File: src/rtl/mc_pkg.sv
`default_nettype none
// ============================================================================
// Module  : mc_pkg
// Brief   : Shared constants for the multi-cycle MIPS control unit: ALUOp
//           codes (must match alu), opcode/funct values, FSM state encodings,
//           PC and ALU operand-B select codes, instruction class record.
// Revision: 1.0 - initial release
// ============================================================================
package mc_pkg;

  // ALU operation codes driven on ALUOp; alu decodes the same values
  localparam logic [2:0] ALU_ADD = 3'd0;
  localparam logic [2:0] ALU_SUB = 3'd1;
  localparam logic [2:0] ALU_AND = 3'd2;
  localparam logic [2:0] ALU_OR  = 3'd3;
  localparam logic [2:0] ALU_SRL = 3'd4;
  localparam logic [2:0] ALU_SRA = 3'd5;

  // Primary opcodes (instr[31:26])
  localparam logic [5:0] OP_RTYPE = 6'h00;
  localparam logic [5:0] OP_J     = 6'h02;
  localparam logic [5:0] OP_BEQ   = 6'h04;
  localparam logic [5:0] OP_ORI   = 6'h0D;
  localparam logic [5:0] OP_LW    = 6'h23;
  localparam logic [5:0] OP_SW    = 6'h2B;

  // R-type function codes (instr[5:0])
  localparam logic [5:0] FN_SRLV = 6'h06;
  localparam logic [5:0] FN_SRAV = 6'h07;
  localparam logic [5:0] FN_ADDU = 6'h21;
  localparam logic [5:0] FN_SUBU = 6'h23;
  localparam logic [5:0] FN_AND  = 6'h24;
  localparam logic [5:0] FN_OR   = 6'h25;

  // FSM state encodings; 11..15 are illegal and fall back to S_FETCH
  localparam logic [3:0] S_FETCH   = 4'd0;
  localparam logic [3:0] S_DECODE  = 4'd1;
  localparam logic [3:0] S_EXEC_R  = 4'd2;
  localparam logic [3:0] S_EXEC_I  = 4'd3;
  localparam logic [3:0] S_ALU_WB  = 4'd4;
  localparam logic [3:0] S_MEM_ADR = 4'd5;
  localparam logic [3:0] S_MEM_RD  = 4'd6;
  localparam logic [3:0] S_MEM_WB  = 4'd7;
  localparam logic [3:0] S_MEM_WR  = 4'd8;
  localparam logic [3:0] S_BRANCH  = 4'd9;
  localparam logic [3:0] S_JUMP    = 4'd10;

  // PCSrc select codes
  localparam logic [1:0] PC_ALU    = 2'd0;
  localparam logic [1:0] PC_ALUOUT = 2'd1;
  localparam logic [1:0] PC_JUMP   = 2'd2;

  // ALUSrcB select codes
  localparam logic [1:0] SRCB_REG    = 2'd0;
  localparam logic [1:0] SRCB_FOUR   = 2'd1;
  localparam logic [1:0] SRCB_IMM    = 2'd2;
  localparam logic [1:0] SRCB_BRANCH = 2'd3;

  // One-hot instruction class; all zero means unsupported (executed as nop)
  typedef struct packed {
    logic rtype;
    logic ori;
    logic lw;
    logic sw;
    logic beq;
    logic j;
  } iclass_t;

endpackage : mc_pkg
`default_nettype wire

File: src/rtl/mc_decode.sv
`default_nettype none
// ============================================================================
// Module  : mc_decode
// Brief   : Combinational instruction classifier. Maps opcode/funct to a
//           one-hot instruction class plus the ALUOp and operand-swap flag
//           used by the R-type execute state.
// Revision: 1.0 - initial release
// ============================================================================
module mc_decode
  import mc_pkg::*;
(
  input  logic [5:0] op_i,
  input  logic [5:0] funct_i,
  output iclass_t    cls_o,
  output logic [2:0] r_aluop_o,
  output logic       r_swap_o
);

  // Classify the instruction; unknown op/funct leaves the class all-zero
  always_comb begin
    cls_o     = '0;
    r_aluop_o = ALU_ADD;
    r_swap_o  = 1'b0;
    case (op_i)
      OP_RTYPE: begin
        case (funct_i)
          FN_ADDU: begin cls_o.rtype = 1'b1; r_aluop_o = ALU_ADD; end
          FN_SUBU: begin cls_o.rtype = 1'b1; r_aluop_o = ALU_SUB; end
          FN_AND:  begin cls_o.rtype = 1'b1; r_aluop_o = ALU_AND; end
          FN_OR:   begin cls_o.rtype = 1'b1; r_aluop_o = ALU_OR;  end
          // variable shifts take the shift amount from rs, so rt goes to A
          FN_SRLV: begin cls_o.rtype = 1'b1; r_aluop_o = ALU_SRL; r_swap_o = 1'b1; end
          FN_SRAV: begin cls_o.rtype = 1'b1; r_aluop_o = ALU_SRA; r_swap_o = 1'b1; end
          default: ;
        endcase
      end
      OP_ORI:  cls_o.ori = 1'b1;
      OP_LW:   cls_o.lw  = 1'b1;
      OP_SW:   cls_o.sw  = 1'b1;
      OP_BEQ:  cls_o.beq = 1'b1;
      OP_J:    cls_o.j   = 1'b1;
      default: ;
    endcase
  end

endmodule : mc_decode
`default_nettype wire

File: src/rtl/mc_ctrl.sv
`default_nettype none
// ============================================================================
// Module  : mc_ctrl
// Brief   : Multi-cycle MIPS control unit. Moore FSM stepping through
//           fetch/decode/execute/memory/writeback and driving datapath
//           selects, write enables and the ALUOp consumed by alu.
// Revision: 1.0 - initial release
// ============================================================================
module mc_ctrl
  import mc_pkg::*;
#(
  parameter int STATE_W = 4
) (
  input  logic               clk,
  input  logic               reset,
  input  logic [31:0]        instr,
  input  logic               zero,
  output logic [2:0]         ALUOp,
  output logic               ALUSrcA,
  output logic [1:0]         ALUSrcB,
  output logic               ALUSwap,
  output logic               ExtOp,
  output logic               PCWrite,
  output logic [1:0]         PCSrc,
  output logic               IRWrite,
  output logic               RegWrite,
  output logic               RegDst,
  output logic               MemtoReg,
  output logic               MemWrite,
  output logic               done,
  output logic [STATE_W-1:0] state
);

  logic [STATE_W-1:0] state_q;
  logic [3:0]         state_d;
  logic [3:0]         w_st;
  logic [3:0]         w_ost;
  iclass_t            w_cls;
  logic [2:0]         w_r_aluop;
  logic               w_r_swap;
  logic               w_unsup;
  logic               w_unused_instr;

  // Register fields and immediates are datapath concerns, not control
  assign w_unused_instr = ^instr[25:6];

  mc_decode u_decode (
    .op_i      (instr[31:26]),
    .funct_i   (instr[5:0]),
    .cls_o     (w_cls),
    .r_aluop_o (w_r_aluop),
    .r_swap_o  (w_r_swap)
  );

  assign w_unsup = ~|w_cls;
  assign w_st    = 4'(state_q);
  assign state   = state_q;

  // Next-state selection; illegal encodings recover to FETCH
  always_comb begin
    state_d = S_FETCH;
    case (w_st)
      S_FETCH:  state_d = S_DECODE;
      S_DECODE: begin
        if (w_cls.rtype)              state_d = S_EXEC_R;
        else if (w_cls.ori)           state_d = S_EXEC_I;
        else if (w_cls.lw | w_cls.sw) state_d = S_MEM_ADR;
        else if (w_cls.beq)           state_d = S_BRANCH;
        else if (w_cls.j)             state_d = S_JUMP;
        else                          state_d = S_FETCH;
      end
      S_EXEC_R:  state_d = S_ALU_WB;
      S_EXEC_I:  state_d = S_ALU_WB;
      S_MEM_ADR: state_d = w_cls.lw ? S_MEM_RD : S_MEM_WR;
      S_MEM_RD:  state_d = S_MEM_WB;
      default:   state_d = S_FETCH;
    endcase
  end

  // State register with synchronous reset to FETCH
  always_ff @(posedge clk) begin
    if (reset) state_q <= STATE_W'(S_FETCH);
    else       state_q <= STATE_W'(state_d);
  end

  // While reset is held, outputs present FETCH values with enables masked
  assign w_ost = reset ? S_FETCH : w_st;

  // Moore output decode from state (and instr for R-type details)
  always_comb begin
    ALUOp    = ALU_ADD;
    ALUSrcA  = 1'b0;
    ALUSrcB  = SRCB_REG;
    ALUSwap  = 1'b0;
    ExtOp    = 1'b0;
    PCWrite  = 1'b0;
    PCSrc    = PC_ALU;
    IRWrite  = 1'b0;
    RegWrite = 1'b0;
    RegDst   = 1'b0;
    MemtoReg = 1'b0;
    MemWrite = 1'b0;
    done     = 1'b0;
    case (w_ost)
      S_FETCH: begin
        IRWrite = 1'b1;
        PCWrite = 1'b1;
        ALUSrcB = SRCB_FOUR;
      end
      S_DECODE: begin
        // precompute the branch target into ALUOut
        ALUSrcB = SRCB_BRANCH;
        ExtOp   = 1'b1;
        done    = w_unsup;
      end
      S_EXEC_R: begin
        ALUSrcA = 1'b1;
        ALUOp   = w_r_aluop;
        ALUSwap = w_r_swap;
      end
      S_EXEC_I: begin
        ALUSrcA = 1'b1;
        ALUSrcB = SRCB_IMM;
        ALUOp   = ALU_OR;
      end
      S_ALU_WB: begin
        RegWrite = 1'b1;
        RegDst   = w_cls.rtype;
        done     = 1'b1;
      end
      S_MEM_ADR: begin
        ALUSrcA = 1'b1;
        ALUSrcB = SRCB_IMM;
        ExtOp   = 1'b1;
      end
      S_MEM_WB: begin
        RegWrite = 1'b1;
        MemtoReg = 1'b1;
        done     = 1'b1;
      end
      S_MEM_WR: begin
        MemWrite = 1'b1;
        done     = 1'b1;
      end
      S_BRANCH: begin
        ALUSrcA = 1'b1;
        ALUOp   = ALU_SUB;
        PCSrc   = PC_ALUOUT;
        PCWrite = zero;
        done    = 1'b1;
      end
      S_JUMP: begin
        PCWrite = 1'b1;
        PCSrc   = PC_JUMP;
        done    = 1'b1;
      end
      default: ;
    endcase
    if (reset) begin
      PCWrite  = 1'b0;
      IRWrite  = 1'b0;
      RegWrite = 1'b0;
      MemWrite = 1'b0;
      done     = 1'b0;
    end
  end

endmodule : mc_ctrl
`default_nettype wire

File: config.mk
export PLATFORM = sky130hd
export DESIGN_NAME = mc_ctrl
export DESIGN_NICKNAME = d
export VERILOG_FILES = /design/src/rtl/mc_pkg.sv /design/src/rtl/mc_decode.sv /design/src/rtl/mc_ctrl.sv
export SDC_FILE = /design/constraint.sdc
export NUM_CORES = 1
export LEC_CHECK = 0
export ABC_AREA = 1
export CORE_MARGIN = 1.5
export CORE_UTILIZATION = 31
export DETAILED_ROUTE_END_ITERATION = 10
export GPL_ROUTABILITY_DRIVEN = 0
export PLACE_DENSITY = 0.92
export SYNTH_ARGS = -nofsm -noshare
export SYNTH_HDL_FRONTEND = slang
export SYNTH_SLANG_ARGS = --single-unit
File: constraint.sdc
create_clock -name clk -period 2 [get_ports clk]
set_input_delay 0.4 -clock clk [delete_from_list [all_inputs] [get_ports clk]]
set_output_delay 0.4 -clock clk [all_outputs]
set_load 0.03 [all_outputs]
# Yosys cells after proc, flatten, opt, wreduce, memory -nomap -nowiden
# Cells that the tools add are included.
[op_classes]
mul = 0
mux = 37
magnitude_cmp = 0
shifts = 0
n_bitwise = 1
reduce_logical = 14
div = 0
eq_ne = 25
add_sub_neg = 0
[op_table]
columns = ["op", "n"]
rows = [
  ["6-bit == test, second input constant", 6],
  ["4-bit two-way mux", 7],
  ["1-bit two-way mux", 22],
  ["4-bit by 3-bit == test with 1-bit output, second input constant", 5],
  ["4-bit case mux with 5 select lines", 1],
  ["6-bit by 3-bit == test with 1-bit output, second input constant", 3],
  ["4-bit by 2-bit == test with 1-bit output, second input constant", 4],
  ["3-bit case mux with 5 select lines", 1],
  ["4-bit == test, second input constant", 3],
  ["2-bit OR reduction", 6],
  ["6-bit OR reduction", 2],
  ["3-bit case mux with 3 select lines", 1],
  ["4-bit by 1-bit == test with 1-bit output, second input constant", 2],
  ["4-bit zero test", 2],
  ["6-bit by 2-bit == test with 1-bit output, second input constant", 1],
  ["6-bit by 4-bit == test with 1-bit output, second input constant", 1],
  ["6-bit zero test", 1],
  ["2-bit case mux with 3 select lines", 1],
  ["5-bit OR reduction", 1],
  ["1-bit case mux with 2 select lines", 2],
  ["2-bit case mux with 2 select lines", 1],
  ["4-bit OR reduction", 1],
  ["3-bit two-way mux", 1],
  ["1-bit zero test", 1],
  ["1-bit OR", 1],
]
[word_totals]
output_inout_bits = 21
word_cells = 78
register_bits = 4
mem_count = 0
inputBits = 35
mem_bits_rw = 0
latch_bits = 0
rom_bits = 0

# Longest topological paths before layout
# Gate-level depths: netlist of run 1.
[depth]
ltp_word = 8
depth_mapped = 8
depth_no_buf = 8

# Modules after synthesis
# Synthesis of run 1 repeated with hierarchy kept, for this count alone.
[hier_totals]
hier_cells = 139
hier_area_um2 = 778.2
[modules_own_cells]
columns = ["mod", "area_each_um2", "cells_per_inst", "instances", "seq_area_each_um2"]
rows = [
  ["mc_ctrl", 543.0, 94, 1, 80.1],
  ["mc_decode", 235.2, 45, 1, 0.0],
]

# Worst setup path before layout of run 1
# Ideal clock, no wire load.
[synth_path]
path_type = "register -> output"
startpoint = "reg state_q[2], in the netlist state[2]"
endpoint = "out done"
stages_incl_launch_ff = 7
path_buffers = 0
path_slack_ns = -0.190
arrival_time_ns = 1.790
required_ns = 1.600
path_cell_list = "dfxtp_1 -> inv_2 -> nor2_1 -> nand2_1 -> a21oi_1 -> a31oi_1 -> o21ai_1"
[synth_via]
elab_chain_len = 5
elab_cells_between_ends = 10
cone_classes = "eq/ne: 6; mux: 3; reduce/logical: 1"
[synth_lines]
columns = ["element", "line", "text"]
rows = [
  ["start: declaration", "mc_ctrl.sv:34", "logic [STATE_W-1:0] state_q;"],
  ["start signal: assignment", "mc_ctrl.sv:82", "if (reset) state_q <= STATE_W'(S_FETCH);"],
  ["start signal: assignment", "mc_ctrl.sv:83", "else state_q <= STATE_W'(state_d);"],
  ["4-bit two-way mux *", "mc_ctrl.sv:87", "assign w_ost = reset ? S_FETCH : w_st;"],
  ["4-bit == test / 4-bit by 3-bit == test with 1-bit output (equally long branches)", "mc_ctrl.sv:104", "case (w_ost)"],
  ["5-bit OR reduction (no line)", "-", ""],
  ["1-bit case mux with 2 select lines *", "mc_ctrl.sv:104", ""],
  ["1-bit two-way mux *", "mc_ctrl.sv:159", "if (reset) begin"],
  ["end: declaration", "mc_ctrl.sv:30", "output logic done,"],
]
# Mark *: on every way between the ends. The rest lies on a longest branch, timed or not.

# Worst setup path in the final report of run 1
[layout_path]
startpoint = "in instr[0]"
endpoint = "out ALUOp[0]"
[layout_via]
elab_chain_len = 4
elab_cells_between_ends = 8
cone_classes = "eq/ne: 5; mux: 3"
[layout_lines]
columns = ["element", "line", "text"]
rows = [
  ["start: declaration", "mc_ctrl.sv:16", "input logic [31:0] instr,"],
  ["6-bit by 3-bit == test with 1-bit output / 6-bit == test (equally long branches)", "mc_decode.sv:26", "case (funct_i)"],
  ["3-bit case mux with 5 select lines *", "mc_decode.sv:26", ""],
  ["3-bit two-way mux *", "mc_decode.sv:24", "case (op_i)"],
  ["3-bit case mux with 3 select lines *", "mc_ctrl.sv:104", ""],
  ["end: declaration", "mc_ctrl.sv:18", "output logic [2:0] ALUOp,"],
]
# Marked as above.

==> results.md, run 1 <==
* Run status: finished, final reports clean
* Wire length per cell at 11.5 µm
* Crit-path max FO at 2
* Worst slew margin at 79.0%
* Family with the most delay on the worst path: buffers and inverters
* Most frequent cells in the layout: 40 x buf_4, 23 x nand2_1, 18 x nor2_1
* Clk slew on worst S/H paths at 30 ps
* CP endpoint kind: output port
* H-tree depth at 1
* Dpl cells at 195
* Worst-path cell chain: clkdlybuf4s50_1, nand3_2, nor2_2, a21oi_1, o21ai_1, buf_4
* Worst endpoint required time at 1600 ps
* Final #Nets at 211
* Initial core utilization at 32.7%
* Die width at 45.5 µm
* Clk Latency, worst-skew pair at 240 ps
* Largest net degree at the start of global routing at 8
* Worst stage delay on the critical path at 520 ps
* Vias at 943
* Antenna violations before repair at 0
* Final Hold Viols at 0
* Synth Cell Area at 559 µm²
* Synth-to-layout area growth at 111%
* Synth Warn # at 0
* Seq/Total Area, Yosys at 14.3%
* Commonest non-fill, non-tap cell in the layout: buf_4
* First-pass DRT Iterations at 5
* DRC at 0
* Mapped Nets at 148
* Total global routing overflow at 0
* Post-CTS Hold Buffers at 0
* Clock tree from TritonCTS: built
* Top-level I/O count at 56
* Flop2flop setup slack at 880 ps
* Period utilisation layout at 98.1%
* Setup violations, final at 0
* Final min period at 1960 ps
* Slowest cell on crit path: clkdlybuf4s50_1
* Global-route wire length before repair at 3370 µm
* Worst Hold Class: reg -> reg
* Clock Sink Count at 4
* Global-route usage over all layers at 22.2%
* Largest register FFs at 4
* Yosys reg bits at 4
* MaxCap Viol Count at 0
* Pleak at 0.632 nW
* Final Skew at 8.04 ps
* Longest Clk Path Bufs at 2
* Vias in the first global route at 848
* Worst EP arrival at 1560 ps
* Pwr Density at 286 nW/µm²
* Fmax at 510 MHz
* Buffers added on ports at 35
* DP HPWL at 1670 µm
* Routed WL at 2300 µm
* Share of cells above drive strength 1 at 43.7%
* Row count at 15
* Syn Inst Count at 113
* DRT antenna net count at 0
* Number of CTS-inserted buffers at 3
* Yosys cell types at 16
* Clock root buffer: clkbuf_4
* Util after Layout at 69.0%
* Post-DR vias/cell at 4.74
* Startpoint Class: primary input
* DIE AREA at 2070 µm²
* Die Y at 45.5 µm
* Slew Viols, Final at 0
* Critical path class: in -> out
* Drt initial violations at 10
* ANT cells at 0
* Syn_area_per_cell at 4.95 µm²
* Max rail drop VDD at 334 µV
* Worst Tran Pin Value at 315 ps
* Worst hold margin at 639 ps
* Non-Filler Instances at 199
* Total core area at 1710 µm²
* Worst path bufs/invs at 2
## through the flow
step	instance area [µm²]	total power, mW	setup TNS (ps)	setup slack (ps)
finish	1180	0.338	0	38.1
floorplan	574	0.148	0	21.5
detailed placement	1080	0.230	-799	-167
global placement	1080	0.225	-578	-157
CTS	1140	0.335	-8.34	-8.34
global route	1180	0.358	-10.0	-5.15
## timing repair
| action | in CTS | in global routing |
|---|---|---|
| setup endpoints to repair | 11 | 6 |
| gates resized for setup | 20 | 11 |
| pin swaps | 7 | 6 |
| buffers inserted | 1 | 0 |
## per-layer routing
metal	track usage, %	routed length [µm]
met4	5.88	17
met2	41.7	1260
met1	24.4	897
met3	5.16	120
met5	0	0
## power breakdown
| part | internal, mW | switching [mW] |
|---|---|---|
| Combinational | 0.0677 | 0.0835 |
| Sequential | 0.0825 | 0.00384 |
| Clock | 0.0671 | 0.0330 |
## synthesized netlist by cell type
cell type / number / share of area, %
inv_2: 5 / 3.4
o21a_1: 1 / 1.3
nand2_1: 26 / 17
nand2_2: 1 / 1.1
o21ai_1: 3 / 2.7
dfxtp_1: 4 / 14
a21oi_1: 9 / 8.1
a31oi_1: 1 / 1.1
nor3_1: 3 / 2.7
nor2_2: 6 / 6.7
nor2_1: 25 / 17
nand4_1: 3 / 3.4
inv_1: 14 / 9.4
nand3_1: 9 / 8.1
o21ai_0: 2 / 1.8
nor3_2: 1 / 1.8
## path summary, 6_finish.rpt
| kind | from | end | cells past startpoint |
|---|---|---|---|
| min | state[1] | state[2] | 2 |
| min reg2reg | state[1] | state[2] | 2 |
| max | instr[0] | ALUOp[0] | 6 |
| max reg2reg | state[3] | state[2] | 5 |
## worst register-to-register path, delay by kind of cell, from the launching register on
kind / cells / cell delay, ps
compound gates: 2 / 200
simple gates: 3 / 490
flops: 1 / 350
## cells by family (layout without fill, tap and decap cells)
group / count (synthesis) / in the layout / share of synthesized area, %
AND/OR/NAND/NOR: 74 / 74 / 57.9
buffers and inverters: 19 / 80 / 12.8
AO/OA/AOI/OAI: 16 / 16 / 15.0
flip-flops: 4 / 4 / 14.3
## cell type report
cell class              instances  area [µm²]
flip-flops and latches          4        82.6
well taps                      25        31.3
multi-input cells              90         487
repair buffers                 58         484
clock buffers                   3        22.5
inverters                      19        71.3
fillers                       142         529
No activity file was read; power rests on OpenSTA's default activity.
==> run 2, diff against run 1 <==
--- a/config.mk
+++ b/config.mk
@@ -11,6 +11,7 @@
 export DETAILED_ROUTE_END_ITERATION = 10
 export GPL_ROUTABILITY_DRIVEN = 0
 export PLACE_DENSITY = 0.92
+export SLEW_MARGIN = 10
 export SYNTH_ARGS = -nofsm -noshare
 export SYNTH_HDL_FRONTEND = slang
 export SYNTH_SLANG_ARGS = --single-unit
==> results of run 2 <==
Final layout, timing and power as in run 1 (identical DEF).
==> run 3, diff against run 2 <==
--- a/config.mk
+++ b/config.mk
@@ -6,7 +6,7 @@
 export NUM_CORES = 1
 export LEC_CHECK = 0
 export ABC_AREA = 1
-export CORE_MARGIN = 1.5
+export CORE_MARGIN = 1
 export CORE_UTILIZATION = 31
 export DETAILED_ROUTE_END_ITERATION = 10
 export GPL_ROUTABILITY_DRIVEN = 0
==> run 3 against run 2 <==
  * Global-route usage grew 0.89 points
  * Clock power down 7%
  * Clock-buffer cell count is the same
  * Core utilization grew 1.6 points
  * Worst setup slack better by 31 ps
  * Die area shrank 4.3%
  * First-iteration DRC count increased by 70%
  * Worst hold slack worse by 120 ps
  * Clock skew fell by 2.3 ps
  * Critical endpoint is now done
  * Largest cell class unchanged
  * Largest power group unchanged
==> results.md, run 3 (same netlist as run 1, synthesis figures left out) <==
* Clk Latency, worst-skew pair at 230 ps (about the same)
* Final Skew at 5.74 ps (-2.30 ps)
* Startpoint Class: primary input
* Worst EP arrival at 1530 ps (-30 ps)
* Crit path from: instr[0]
* Run status: finished, final reports clean
* Post-CTS Hold Buffers at 0 (unchanged)
* Crit-path max FO at 3 (+1)
* Min-Delay Startpoint: reset
* DRT antenna net count at 0 (unchanged)
* Top-level I/O count at 56 (unchanged)
* Slowest cell on crit path: clkdlybuf4s50_1
* DIE AREA at 1980 µm² (-4.3%)
* Fmax at 518 MHz (+1.6%)
* Worst endpoint required time at 1600 ps (about the same)
* H-tree depth at 1 (unchanged)
* Most frequent cells in the layout: 39 x buf_4, 23 x nand2_1, 22 x nor2_1
* Drt initial violations at 17 (+7)
* Vias at 932 (-1.2%)
* Share of cells above drive strength 1 at 41.6% (-2.1 points)
* Worst stage delay on the critical path at 420 ps (-100 ps)
* Synth-to-layout area growth at 101%
* Util after Layout at 70.6% (+1.6 points)
* Wire length per cell at 11.2 µm (-2.6%)
* Period utilisation layout at 96.6% (-1.5 points)
* CP endpoint kind: output port
* Reg2Reg Depth at 5 (unchanged)
* Clock Sink Count at 4 (unchanged)
* Die width at 44.5 µm (-2.2%)
* Setup violations, final at 0 (unchanged)
* Post-route setup TNS at 0 ps (unchanged)
* Antenna violations before repair at 0 (unchanged)
* Total core area at 1590 µm² (-6.7%)
* First-pass DRT Iterations at 4 (-1)
* Pwr Density at 287 nW/µm² (+0.31%)
* Clock root buffer: clkbuf_4
* Longest Clk Path Bufs at 2 (unchanged)
* Total global routing overflow at 0 (unchanged)
* Largest net degree at the start of global routing at 8 (unchanged)
* Unrepaired setup endpoints after global routing: false
* Worst slew margin at 79.3% (+0.38 points)
* Row count at 14 (-1)
* Worst hold margin at 523 ps (-116 ps)
* Die Y at 44.5 µm (-2.2%)
* Pleak at 0.583 nW (-7.8%)
* Buffers added on ports at 35 (unchanged)
* Worst Tran Pin Value at 309 ps (-5.72 ps)
* Slew Viols, Final at 0 (unchanged)
* Critical path class: in -> out
* ANT cells at 0 (unchanged)
* Number of CTS-inserted buffers at 3 (unchanged)
* Global-route wire length before repair at 3470 µm (+2.8%)
* Final #Nets at 210 (-0.47%)
* Area of the multi-input gates at 464 µm² (-4.6%)
* Largest register FFs at 4 (unchanged)
* Most frequent CP cell: nand3_1
* Clock tree from TritonCTS: built
* DRC at 0 (unchanged)
* Commonest non-fill, non-tap cell in the layout: buf_4
* Initial core utilization at 35.1% (+2.3 points)
* Clk slew on worst S/H paths at 40 ps (about the same)
* MaxCap Viol Count at 0 (unchanged)
* Register area at 82.6 µm² (unchanged)
* Worst Hold Class: in -> reg
* # fillers at 128 (-9.9%)
* Beginning of the worst register-to-register path: state[2]
* Max rail drop VDD at 429 µV (+29%)
* Final Hold Viols at 0 (unchanged)
* Worst-path cell chain: clkdlybuf4s50_1, nand3_1, nand3_1, nand2_2, nand2_1, o21ai_2, buf_4
* Routed WL at 2210 µm (-3.6%)
* DP HPWL at 1750 µm (+5.1%)
* Final min period at 1930 ps (-30.5 ps)
* Vias in the first global route at 883 (+4.1%)
* Global-route usage over all layers at 23.1% (+0.89 points)
* Post-DR vias/cell at 4.73 (-0.16%)
* Hold Crit Depth at 3 (+1)
[run 3: changes by cell type in the layout (fill, tap and decap cells not counted), sizes merged]
cell and change:
dlygate4sd2 +4, clkbuf +1, dlymetal6s2s -5, buf -1
[run 3: worst max-delay path, delay by kind of cell]
kind | cells | cell delay [ps]
AND/OR/NAND/NOR | 4 | 380
buffers and inverters | 2 | 600
AO/OA/AOI/OAI | 1 | 150
[run 3: layer usage]
layer,global-route usage [%],vias up,routed length (µm)
li1,-,482,-
met1,25.6,406,943
met2,44.4,40,1100
met3,4.08,4,136
met4,6.06,0,29
met5,0,-,0
[run 3: final timing paths]
| check | end | slack [ps] |
|---|---|---|
| max | done | 70 |
| min reg2reg | state[2] | 590 |
| min | state[1] | 520 |
| max reg2reg | state[1] | 830 |
[run 3: stage by stage]
stage | worst slack, ps | cell area, µm² | instances | total power [mW]
floorplan | 21.5 | 574 | 113 | 0.148
global placement | -207 | 1070 | 193 | 0.226
detailed placement | -270 | 1070 | 193 | 0.231
CTS | 45.7 | 1110 | 197 | 0.324
global route | 4.71 | 1120 | 197 | 0.345
finish | 68.6 | 1120 | 197 | 0.323
[run 3: layout make-up]
cell class,instances,area share (%)
multi-input combinational,90,41.3
timing repair buffer,57,40.4
tap,24,2.67
clock buffer,3,2.00
inverter,19,6.34
sequential,4,7.34
[run 3: what timing repair did]
action,CTS,global route
hold endpoints to repair,0,0
buffers inserted,1,0
gates cloned,0,0
pin swaps,5,0
endpoints found under the setup margin,12,4
gates resized for setup,21,6
[run 3: power by group]
group | leakage [nW] | internal [mW] | switching [mW] | total, mW
Sequential | 0.0336 | 0.0826 | 0.00406 | 0.0866
Clock | 0.0138 | 0.0666 | 0.0264 | 0.0930
Combinational | 0.535 | 0.0634 | 0.0803 | 0.144
Total | 0.583 | 0.213 | 0.111 | 0.323
